File: src/rtl/pong_pkg.sv
// Shared Pong definitions: paddle direction encoding, playfield geometry and
// the default keyboard bytes used by both player paddles.
package pong_pkg;

  localparam logic [1:0] DIR_IDLE = 2'b00;
  localparam logic [1:0] DIR_UP   = 2'b01;
  localparam logic [1:0] DIR_DOWN = 2'b10;

  localparam int SCREEN_H = 480;
  localparam int TOP      = 15;
  localparam int BOTTOM   = 465;

  localparam logic [7:0] KEY_UP   = 8'd119;  // 'w'
  localparam logic [7:0] KEY_DOWN = 8'd115;  // 's'
  localparam logic [7:0] KEY_STOP = 8'd32;   // space

endpackage

File: src/rtl/paddle_ctrl_if.sv
// Game-side bundle of one paddle: frame/key/CPU-mode inputs and the paddle
// state consumed by the renderer and collision logic.
interface paddle_ctrl_if #(
  parameter int Y_W = 10
);
  // i_key_valid is a one-cycle strobe qualifying i_key_byte; there is no ready,
  // the paddle accepts every strobe in the cycle it is presented.
  logic           i_frame_tick;
  logic           i_key_valid;
  logic [7:0]     i_key_byte;
  logic           i_cpu_mode;
  logic [Y_W-1:0] i_ball_y;
  logic [Y_W-1:0] o_y_pos;
  logic [1:0]     o_dir;
  logic [3:0]     o_speed;
  logic           o_at_top;
  logic           o_at_bottom;

  modport master (
    output i_frame_tick, i_key_valid, i_key_byte, i_cpu_mode, i_ball_y,
    input  o_y_pos, o_dir, o_speed, o_at_top, o_at_bottom
  );

  modport slave (
    input  i_frame_tick, i_key_valid, i_key_byte, i_cpu_mode, i_ball_y,
    output o_y_pos, o_dir, o_speed, o_at_top, o_at_bottom
  );
endinterface

File: src/rtl/paddle_speed_ramp.sv
// Step-size register for one paddle: ramps by one every ACCEL_TICKS moving
// ticks up to SPEED_MAX, drops back to SPEED_MIN on clear, or pins CPU_SPEED.
module paddle_speed_ramp #(
  parameter int SPEED_MIN   = 2,
  parameter int SPEED_MAX   = 8,
  parameter int ACCEL_TICKS = 4,
  parameter int CPU_SPEED   = 3
) (
  input  logic       i_CLK,
  input  logic       i_RST,
  input  logic       tick,
  input  logic       moved,
  input  logic       clear,
  input  logic       load_cpu,
  output logic [3:0] speed
);

  localparam int ACC_W = $clog2(ACCEL_TICKS) + 1;

  logic [ACC_W-1:0] acc_cnt;

  // clear wins over everything so a key-driven reset lands in the same cycle as a tick
  always_ff @(posedge i_CLK or posedge i_RST) begin
    if (i_RST) begin
      speed   <= 4'(SPEED_MIN);
      acc_cnt <= '0;
    end else if (clear) begin
      speed   <= 4'(SPEED_MIN);
      acc_cnt <= '0;
    end else if (load_cpu) begin
      speed   <= 4'(CPU_SPEED);
      acc_cnt <= '0;
    end else if (tick && moved) begin
      if (acc_cnt == ACC_W'(ACCEL_TICKS - 1)) begin
        acc_cnt <= '0;
        if (speed < 4'(SPEED_MAX)) speed <= speed + 4'd1;
      end else begin
        acc_cnt <= acc_cnt + 1'b1;
      end
    end
  end

endmodule

File: src/rtl/paddle_ctrl.sv
// Frame-paced Pong paddle: keyboard direction FSM (IDLE/UP/DOWN) or CPU ball
// tracking, clamped to the playfield; o_dir is the registered FSM state.
module paddle_ctrl
  import pong_pkg::*;
#(
  parameter int         Y_W         = 10,
  parameter logic [7:0] UP_KEY      = KEY_UP,
  parameter logic [7:0] DOWN_KEY    = KEY_DOWN,
  parameter logic [7:0] STOP_KEY    = KEY_STOP,
  parameter int         HEIGHT      = 100,
  parameter int         START_Y     = 300,
  parameter int         TOP         = pong_pkg::TOP,
  parameter int         BOTTOM      = pong_pkg::BOTTOM,
  parameter int         SPEED_MIN   = 2,
  parameter int         SPEED_MAX   = 8,
  parameter int         ACCEL_TICKS = 4,
  parameter int         CPU_SPEED   = 3,
  parameter int         DEAD_ZONE   = 8
) (
  input logic          i_CLK,
  input logic          i_RST,
  paddle_ctrl_if.slave bus
);

  if (START_Y < TOP || START_Y + HEIGHT > BOTTOM) begin : g_bad_start
    $error("paddle_ctrl: START_Y outside [TOP, BOTTOM-HEIGHT]");
  end

  localparam logic [Y_W:0]   TOP_X   = (Y_W+1)'(TOP);
  localparam logic [Y_W:0]   BOT_X   = (Y_W+1)'(BOTTOM - HEIGHT);
  localparam logic [Y_W:0]   HALF_X  = (Y_W+1)'(HEIGHT / 2);
  localparam logic [Y_W:0]   DZ_X    = (Y_W+1)'(DEAD_ZONE);
  localparam logic [Y_W:0]   CPU_X   = (Y_W+1)'(CPU_SPEED);
  localparam logic [Y_W-1:0] START_V = Y_W'(START_Y);
  localparam logic [Y_W-1:0] TOP_V   = Y_W'(TOP);
  localparam logic [Y_W-1:0] BOT_V   = Y_W'(BOTTOM - HEIGHT);

  logic [Y_W-1:0] y_q, y_d;
  logic [1:0]     dir_q, dir_d, cpu_dir, mv_dir;
  logic           mode_q, at_top_q, at_bot_q;
  logic [3:0]     speed;
  logic           cpu, mode_chg, key_up, key_down, key_stop;
  logic [Y_W:0]   y_ext, centre, ball_ext, step, y_calc;
  logic           hit, moved, clear, load_cpu;

  always_comb begin
    cpu      = bus.i_cpu_mode;
    mode_chg = cpu ^ mode_q;
    key_up   = bus.i_key_valid && !cpu && (bus.i_key_byte == UP_KEY);
    key_down = bus.i_key_valid && !cpu && (bus.i_key_byte == DOWN_KEY);
    key_stop = bus.i_key_valid && !cpu && (bus.i_key_byte == STOP_KEY);

    // Extra MSB keeps y - step and y + step from wrapping before the clamp.
    y_ext    = {1'b0, y_q};
    centre   = y_ext + HALF_X;
    ball_ext = {1'b0, bus.i_ball_y};
    cpu_dir  = DIR_IDLE;
    if (ball_ext + DZ_X < centre)      cpu_dir = DIR_UP;
    else if (ball_ext > centre + DZ_X) cpu_dir = DIR_DOWN;

    mv_dir = cpu ? cpu_dir : dir_q;
    step   = cpu ? CPU_X : (Y_W+1)'(speed);
    hit    = 1'b0;
    y_calc = y_ext;
    case (mv_dir)
      DIR_UP: begin
        hit    = (y_ext <= TOP_X + step);
        y_calc = hit ? TOP_X : y_ext - step;
      end
      DIR_DOWN: begin
        hit    = (y_ext + step >= BOT_X);
        y_calc = hit ? BOT_X : y_ext + step;
      end
      default: ;
    endcase

    y_d = (bus.i_frame_tick && !mode_chg) ? y_calc[Y_W-1:0] : y_q;

    dir_d = dir_q;
    if (mode_chg)                      dir_d = DIR_IDLE;
    else if (cpu && bus.i_frame_tick)  dir_d = cpu_dir;
    else if (key_up)                   dir_d = DIR_UP;
    else if (key_down)                 dir_d = DIR_DOWN;
    else if (key_stop)                 dir_d = DIR_IDLE;

    // A tick that moves with the old direction still ramps unless clear also fires.
    moved    = !cpu && (dir_q != DIR_IDLE) && !hit;
    load_cpu = cpu && !mode_chg && bus.i_frame_tick;
    clear    = mode_chg ||
               (!cpu && ((key_up && dir_q != DIR_UP) ||
                         (key_down && dir_q != DIR_DOWN) ||
                         key_stop ||
                         (bus.i_frame_tick && dir_q != DIR_IDLE && hit)));
  end

  always_ff @(posedge i_CLK or posedge i_RST) begin
    if (i_RST) begin
      y_q      <= START_V;
      dir_q    <= DIR_IDLE;
      mode_q   <= 1'b0;
      at_top_q <= (START_V == TOP_V);
      at_bot_q <= (START_V == BOT_V);
    end else begin
      y_q      <= y_d;
      dir_q    <= dir_d;
      mode_q   <= cpu;
      at_top_q <= (y_d == TOP_V);
      at_bot_q <= (y_d == BOT_V);
    end
  end

  paddle_speed_ramp #(
    .SPEED_MIN  (SPEED_MIN),
    .SPEED_MAX  (SPEED_MAX),
    .ACCEL_TICKS(ACCEL_TICKS),
    .CPU_SPEED  (CPU_SPEED)
  ) u_ramp (
    .i_CLK   (i_CLK),
    .i_RST   (i_RST),
    .tick    (bus.i_frame_tick),
    .moved   (moved),
    .clear   (clear),
    .load_cpu(load_cpu),
    .speed   (speed)
  );

  assign bus.o_y_pos     = y_q;
  assign bus.o_dir       = dir_q;
  assign bus.o_speed     = speed;
  assign bus.o_at_top    = at_top_q;
  assign bus.o_at_bottom = at_bot_q;

endmodule

File: src/flat_wrapper.sv
// flat-port wrapper written by rule: the top's interface ports become plain ports
module paddle_ctrl_flat import pong_pkg::*;
#(
  parameter int         Y_W         = 10,
  parameter logic [7:0] UP_KEY      = KEY_UP,
  parameter logic [7:0] DOWN_KEY    = KEY_DOWN,
  parameter logic [7:0] STOP_KEY    = KEY_STOP,
  parameter int         HEIGHT      = 100,
  parameter int         START_Y     = 300,
  parameter int         TOP         = pong_pkg::TOP,
  parameter int         BOTTOM      = pong_pkg::BOTTOM,
  parameter int         SPEED_MIN   = 2,
  parameter int         SPEED_MAX   = 8,
  parameter int         ACCEL_TICKS = 4,
  parameter int         CPU_SPEED   = 3,
  parameter int         DEAD_ZONE   = 8
)
  (i_CLK, i_RST, bus_i_frame_tick, bus_i_key_valid, bus_i_key_byte, bus_i_cpu_mode, bus_i_ball_y, bus_o_y_pos, bus_o_dir, bus_o_speed, bus_o_at_top, bus_o_at_bottom);
  paddle_ctrl_if #(.Y_W(Y_W)) bus_i ();
  input logic i_CLK;
  input logic i_RST;
  input wire logic [$bits(bus_i.i_frame_tick)-1:0] bus_i_frame_tick;
  input wire logic [$bits(bus_i.i_key_valid)-1:0] bus_i_key_valid;
  input wire logic [$bits(bus_i.i_key_byte)-1:0] bus_i_key_byte;
  input wire logic [$bits(bus_i.i_cpu_mode)-1:0] bus_i_cpu_mode;
  input wire logic [$bits(bus_i.i_ball_y)-1:0] bus_i_ball_y;
  output wire logic [$bits(bus_i.o_y_pos)-1:0] bus_o_y_pos;
  output wire logic [$bits(bus_i.o_dir)-1:0] bus_o_dir;
  output wire logic [$bits(bus_i.o_speed)-1:0] bus_o_speed;
  output wire logic [$bits(bus_i.o_at_top)-1:0] bus_o_at_top;
  output wire logic [$bits(bus_i.o_at_bottom)-1:0] bus_o_at_bottom;
  assign bus_i.i_frame_tick = bus_i_frame_tick;
  assign bus_i.i_key_valid = bus_i_key_valid;
  assign bus_i.i_key_byte = bus_i_key_byte;
  assign bus_i.i_cpu_mode = bus_i_cpu_mode;
  assign bus_i.i_ball_y = bus_i_ball_y;
  assign bus_o_y_pos = bus_i.o_y_pos;
  assign bus_o_dir = bus_i.o_dir;
  assign bus_o_speed = bus_i.o_speed;
  assign bus_o_at_top = bus_i.o_at_top;
  assign bus_o_at_bottom = bus_i.o_at_bottom;
  paddle_ctrl #(.Y_W(Y_W), .UP_KEY(UP_KEY), .DOWN_KEY(DOWN_KEY), .STOP_KEY(STOP_KEY), .HEIGHT(HEIGHT), .START_Y(START_Y), .TOP(TOP), .BOTTOM(BOTTOM), .SPEED_MIN(SPEED_MIN), .SPEED_MAX(SPEED_MAX), .ACCEL_TICKS(ACCEL_TICKS), .CPU_SPEED(CPU_SPEED), .DEAD_ZONE(DEAD_ZONE)) u_core (.i_CLK(i_CLK), .i_RST(i_RST), .bus(bus_i));
endmodule
File: config.mk
export PLATFORM = sky130hd
export DESIGN_NAME = paddle_ctrl_flat
export DESIGN_NICKNAME = d
export VERILOG_FILES = /design/src/rtl/pong_pkg.sv /design/src/rtl/paddle_ctrl_if.sv /design/src/rtl/paddle_speed_ramp.sv /design/src/rtl/paddle_ctrl.sv /design/src/flat_wrapper.sv
export SDC_FILE = /design/constraint.sdc
export NUM_CORES = 1
export LEC_CHECK = 0
export CORE_UTILIZATION = 57
export CTS_CLUSTER_DIAMETER = 60
export DETAILED_ROUTE_END_ITERATION = 10
export GPL_TIMING_DRIVEN = 0
export PLACE_DENSITY = 0.91
export SLEW_MARGIN = 0
export SYNTH_ARGS = -nofsm -noshare
export SYNTH_HDL_FRONTEND = slang
export SYNTH_SLANG_ARGS = --single-unit
File: constraint.sdc
create_clock -name i_CLK -period 6.2 [get_ports i_CLK]
set_input_delay 1.86 -clock i_CLK [delete_from_list [all_inputs] [get_ports i_CLK]]
set_output_delay 1.86 -clock i_CLK [all_outputs]
set_load 0.02 [all_outputs]
== Yosys cells after proc, flatten, opt, wreduce, memory -nomap -nowiden ==
Cells that the tools add are included.

* Eq/ne operators: 10
* Bitwise operators: 1
* $add $sub $neg: 8
* Order comparisons: 5
* Reductions and logical operators: 29
* Muxes and demuxes: 23

{| class="wikitable"
|+ Operator list
! operator !! number
|-
| $mux 10 || 3
|-
| $mux 4 || 6
|-
| $pmux 10 s2 || 1
|-
| $eq 8x7->1 const B || 2
|-
| $logic_and 1x1->1 || 16
|-
| $mux 2 || 8
|-
| $mux 3 || 4
|-
| $add 10x4->11 || 1
|-
| $add 10x4->11 const B || 1
|-
| $add 10x6->11 const B || 1
|-
| $add 11x4->11 const B || 1
|-
| $add 4x11->11 const A || 1
|-
| $ge 11x9->1 const B || 1
|-
| $gt 10x11->1 || 1
|-
| $le 10x11->1 || 1
|-
| $lt 11x11->1 || 1
|-
| $eq 10x4->1 const B || 1
|-
| $eq 10x9->1 const B || 1
|-
| $sub 10x10->10 || 1
|-
| $reduce_bool 3->1 || 3
|-
| $eq 8x6->1 const B || 1
|-
| $reduce_bool 5->1 || 1
|-
| $add 4x1->4 const B || 1
|-
| $logic_or 1x1->1 || 4
|-
| other kinds (12) || 14
|}

* Register bits: 22
* Output and inout port bits: 18
* Logic and storage cells: 83
* Input port bits: 23

== Depth between registers and ports, before layout ==
* Word-level depth: 14
* Mapped depth: 21
* Mapped depth without buffers: 20

== Modules after synthesis ==
From an unflattened synthesis, not the netlist that was laid out.

* Cell total of the unflattened synthesis: 372
* Area total of the unflattened synthesis: 3045.4 µm²

{| class="wikitable"
|+ Modules (own cells, without submodules)
! module !! area an instance (µm²) !! sequential area each (µm²) !! instances !! cells each
|-
| paddle_ctrl || 2685.1 || 380.4 || 1 || 339
|-
| paddle_speed_ramp || 360.3 || 176.4 || 1 || 33
|}

== Worst setup path before layout ==
OpenSTA, ideal clock, no wires.

* Path type: input -> register
* Start point: input bus_i_ball_y[3]
* End point: register u_core.at_bot_q, in the netlist u_core.bus.o_at_bottom
* Path buffers: 1
* Setup time: 68 ps
* Required time: 6132 ps
* Stages: 19
* Arrival time: 6013 ps
* Setup slack: 119 ps
* Cell sequence: ha_1 -> and3_1 -> nand3_1 -> xnor2_1 -> ha_1 -> o2111a_1 -> a221o_1 -> a31oi_1 -> nor4_1 -> mux2_2 -> ha_1 -> or3b_1 -> clkbuf_1 -> nand2_1 -> o21ai_1 -> or3b_1 -> a2111o_1 -> a221o_1 -> and4b_1

* Longest elaborated chain between the ends: 8
* Elaborated cells on any way between the ends: 11
* Those cells by class: add/sub (1); order compare (2); eq/ne (3); mux (5)

{| class="wikitable"
|+ Ends and longest elaborated chain
! item !! RTL line !! source
|-
| from (decl) || flat_wrapper.sv:26 || <nowiki>input wire logic [$bits(bus_i.i_ball_y)-1:0] bus_i_ball_y;</nowiki>
|-
| $add 10x4->11 / $gt 10x11->1 (equally long branches) || paddle_ctrl.sv:58, paddle_ctrl.sv:59 ||
|-
| $lt 11x11->1 / $mux 2 (equally long branches) || paddle_ctrl.sv:58, paddle_ctrl.sv:59 ||
|-
| $mux 2 * || paddle_ctrl.sv:58 || <nowiki>if (ball_ext + DZ_X < centre) cpu_dir = DIR_UP;</nowiki>
|-
| $mux 2 * || paddle_ctrl.sv:61 || <nowiki>mv_dir = cpu ? cpu_dir : dir_q;</nowiki>
|-
| $eq 2x2->1 / $eq 2x1->1 (equally long branches) || paddle_ctrl.sv:65 || <nowiki>case (mv_dir)</nowiki>
|-
| $pmux 10 s2 * || paddle_ctrl.sv:65 ||
|-
| $mux 10 * || paddle_ctrl.sv:77 || <nowiki>y_d = (bus.i_frame_tick && !mode_chg) ? y_calc[Y_W-1:0] : y_q;</nowiki>
|-
| $eq 10x9->1 * || paddle_ctrl.sv:108 || <nowiki>at_bot_q <= (y_d == BOT_V);</nowiki>
|-
| to (signal assigned) || paddle_ctrl.sv:102 || <nowiki>at_bot_q <= (START_V == BOT_V);</nowiki>
|-
| to (signal assigned) || paddle_ctrl.sv:108 ||
|-
| to (decl) || paddle_ctrl.sv:40 || <nowiki>logic mode_q, at_top_q, at_bot_q;</nowiki>
|}

Every way passes the cells marked *; elsewhere a longest branch is shown, timed or not.
A chain may end at the register's enable or synchronous reset.

== Final worst setup path ==
Ends and elaborated chain as after synthesis.

==> impl_metrics.toml <==
[run_status]
status = "finished, final reports clean"

[power]
power_density_nw_per_um2 = 344
seqPwrFrac = 0.187
switching_share = 0.503
max-vdd-ir-drop_mv = 0.264
p_leak_nw = 1.55
clkPwrFrac = 0.085
internal_power_uw = 620
p_sw_uw = 626
p_comb_frac = 0.728

[run]
max-cap-violations = 0

[synthesis]
synth_async_sr_flop_share = 1.00
synth_top_area_cell = "ha_1"
synthMuxAreaShare = 0.0176
synth_seq_area_share = 0.186
yosys.area_share.simple = 0.267
synth_common_cells = "ha_1, nand2_1, inv_1"
synth_xor_area_frac = 0.0731
synth_edf_count = 0
synth_most_common_cell = "ha_1"
synth-adder-area-share = 0.181
syn-num-nets = 434
syn-cell-area_um2 = 2990
synth_top_family_by_area = "simple AND/OR/NAND/NOR gates"
synth_cell_type_count = 68
yosysTopAreaCellShare = 0.167
ys_warn_count = 0
synthCells = 369
ys_top_cells_by_area = "ha_1, dfrtp_1, xnor2_1"
ys.flop_type = "dfrtp_1"
synth_compound_gate_area_share = 0.224
synth_area_per_cell_um2 = 8.11
synth-seq-cells = 22

[routing]
drt_first_pass_iters = 4
detail_route.wl_per_cell_um = 17.4
wl_um = 8390
drt_iter0_drc = 151
drc = 0
ant_nets = 0
vias = 3040
via_per_inst = 6.29

[timing]
worst_pin_slew_ns = 0.870
fin_crit_ns = 6.06
min_period_over_period = 0.978
skew_ns = 0.00575
finalHoldViolations = 0
fmaxAchievable_mhz = 165
slew_viol_final = 0
fin_ws_ns = 0.138
setup_violations = 0
maxSlewHeadroom = 0.420
holdWs_ns = 0.511

[placement]
io_buffers = 40
place_area_um2 = 3480
pre_cts_ws_ns = -1.09
placed_cells = 479
gp_congestion = 0.984
dpl.hpwl_um = 6370

[finish]
antenna_cells = 0
final_cells = 483
nets = 479
layout-drive-gt1-share = 0.114
area_growth_pct = 20.9
stdcell_area_um2 = 3620
utilization = 0.714

[clocking]
cts-root-buf = "clkbuf_8"
hold_buffers = 0
h-tree-depth = 1
clock_path_buffers = 2
clk_latency_ns = 0.27
path_clk_slew_ns = 0.08
cts_tree = "done"
cts_made_buffers = 3
clkSinkCount = 22

[setup_path]
crit_path_max_fanout = 5
slowest_delay_ns = 0.42
crit_type = "in2reg"
required_ns = 6.41
worstPathArrival_ns = 6.27
end_kind = "register"
path_cells = "clkbuf_4 -> ha_4 -> and3_4 -> nand3_1 -> xnor2_1 -> ha_1 -> o2111a_2 -> a221o_1 -> a31oi_4 -> nor4_4 -> mux2_2 -> ha_4 -> or3b_4 -> nand2_1 -> o21ai_1 -> or3b_1 -> a2111o_1 -> a221o_1 -> and4b_1"
critPathSlowestCell = "or3b_4"
critPathLaunchType = "input port"

[global_route]
antenna_found_initial = 0
overflow = 0
grt_pass1_wl_um = 13600
grt_max_degree = 23
grt_pass1_vias = 3072
grtUsageTotal = 0.318

[floorplan]
num_rows = 26
die_h_um = 74.5
design.core.area_um2 = 5070
initial_core_util = 0.590
die-width_um = 74.5
io_pins = 41
dieArea_um2 = 5550

[worst_hold_path]
hp-class = "reg2reg"
placed cells by master (no fill, tap or decap), drive strengths merged, types with 6 or more instances in the layout:
master	count
nor2b	7
nand4	6
xnor2	16
nand2b	8
clkbuf	15
o21ai	10
nor2	23
ha	40
a21o	6
clkdlybuf4s50	34
dfrtp	17
nor3	14
nand2	32
nand3	10
xor2	9
inv	27
a31oi	6
buf	7
a21oi	19
stage by stage:
step / TNS, ns / total power [mW]
after detailed placement: -12.28 / 1.07
after floorplan: 0 / 0.828
after global placement: -10.0 / 1.02
after global routing: -0.00874 / 1.34
final: 0 / 1.25
after CTS: 0 / 1.21
repair_timing:
action / CTS / global route
endpoints found under the setup margin: 18 / 5
gates resized for setup: 19 / 17
pin swaps: 1 / 1
buffers inserted: 2 / 0
routing by layer:
| layer | global-route usage | wire length, um | share of wire | up-vias |
|---|---|---|---|---|
| met5 | 0 | 0 | 0 | - |
| met4 | 0.184 | 310 | 0.037 | 0 |
| met3 | 0.0501 | 445 | 0.053 | 30 |
| met2 | 0.547 | 4130 | 0.49 | 105 |
| met1 | 0.375 | 3500 | 0.42 | 1456 |
| li1 | - | - | - | 1449 |
sequential cells by signal, summed over array words and instances (netlist names):
name and flops:
u_core.bus.o_y_pos 10, u_core.bus.o_at_top 1, u_core.u_ramp.acc_cnt 3, u_core.bus.o_at_bottom 1
u_core.mode_q 1, u_core.u_ramp.speed 4, u_core.bus.o_dir 2
worst paths after layout:
kind / slack [ns] / from / end / depth (start not counted)
worst max register to register: 0.68 / u_core.bus.o_y_pos[4] / u_core.bus.o_at_bottom / 20
max in group asynchronous: 3.60 / i_RST / u_core.bus.o_y_pos[9] / 2
worst max-delay path: 0.14 / bus_i_ball_y[3] / u_core.bus.o_at_bottom / 19
min in group asynchronous: 2.07 / i_RST / u_core.bus.o_y_pos[0] / 2
worst min register to register: 0.51 / u_core.u_ramp.acc_cnt[1] / u_core.u_ramp.acc_cnt[1] / 2
worst min-delay path: 0.51 / u_core.u_ramp.acc_cnt[1] / u_core.u_ramp.acc_cnt[1] / 2
critical path: cells and delay by family:
family,cells,cell delay [ns]
mux,1,0.31
compound gates,6,1.60
simple gates,7,1.50
buf+inv,1,0.16
fa+ha+maj,3,0.71
xor+xnor,1,0.14
power groups by stage:
stage | combinational, mW | clock (mW) | sequential (mW)
floorplan | 0.588 | 0 | 0.240
CTS | 0.877 | 0.108 | 0.229
global placement | 0.790 | 0 | 0.232
detailed placement | 0.836 | 0 | 0.231
global route | 0.995 | 0.111 | 0.236
finish | 0.908 | 0.106 | 0.232
cell type report:
| class | count | area [um^2] |
|---|---|---|
| Buffer | 11 | 47.5 |
| Clock buffer | 4 | 55.1 |
| Fill cell | 407 | 1450 |
| Inverter | 27 | 101 |
| Multi-Input combinational cell | 307 | 2380 |
| Sequential cell | 22 | 557 |
| Tap cell | 70 | 87.6 |
| Timing Repair Buffer | 42 | 395 |
cells by family after synthesis:
kind of cell	count (synthesis)
AO/OA/AOI/OAI	91
XOR/XNOR	25
adder cells (fa/ha/maj)	42
buffers and inverters	40
flip-flops	22
multiplexers	5
AND/OR/NAND/NOR	144
Note: power is estimated with default switching activity, not from simulation.
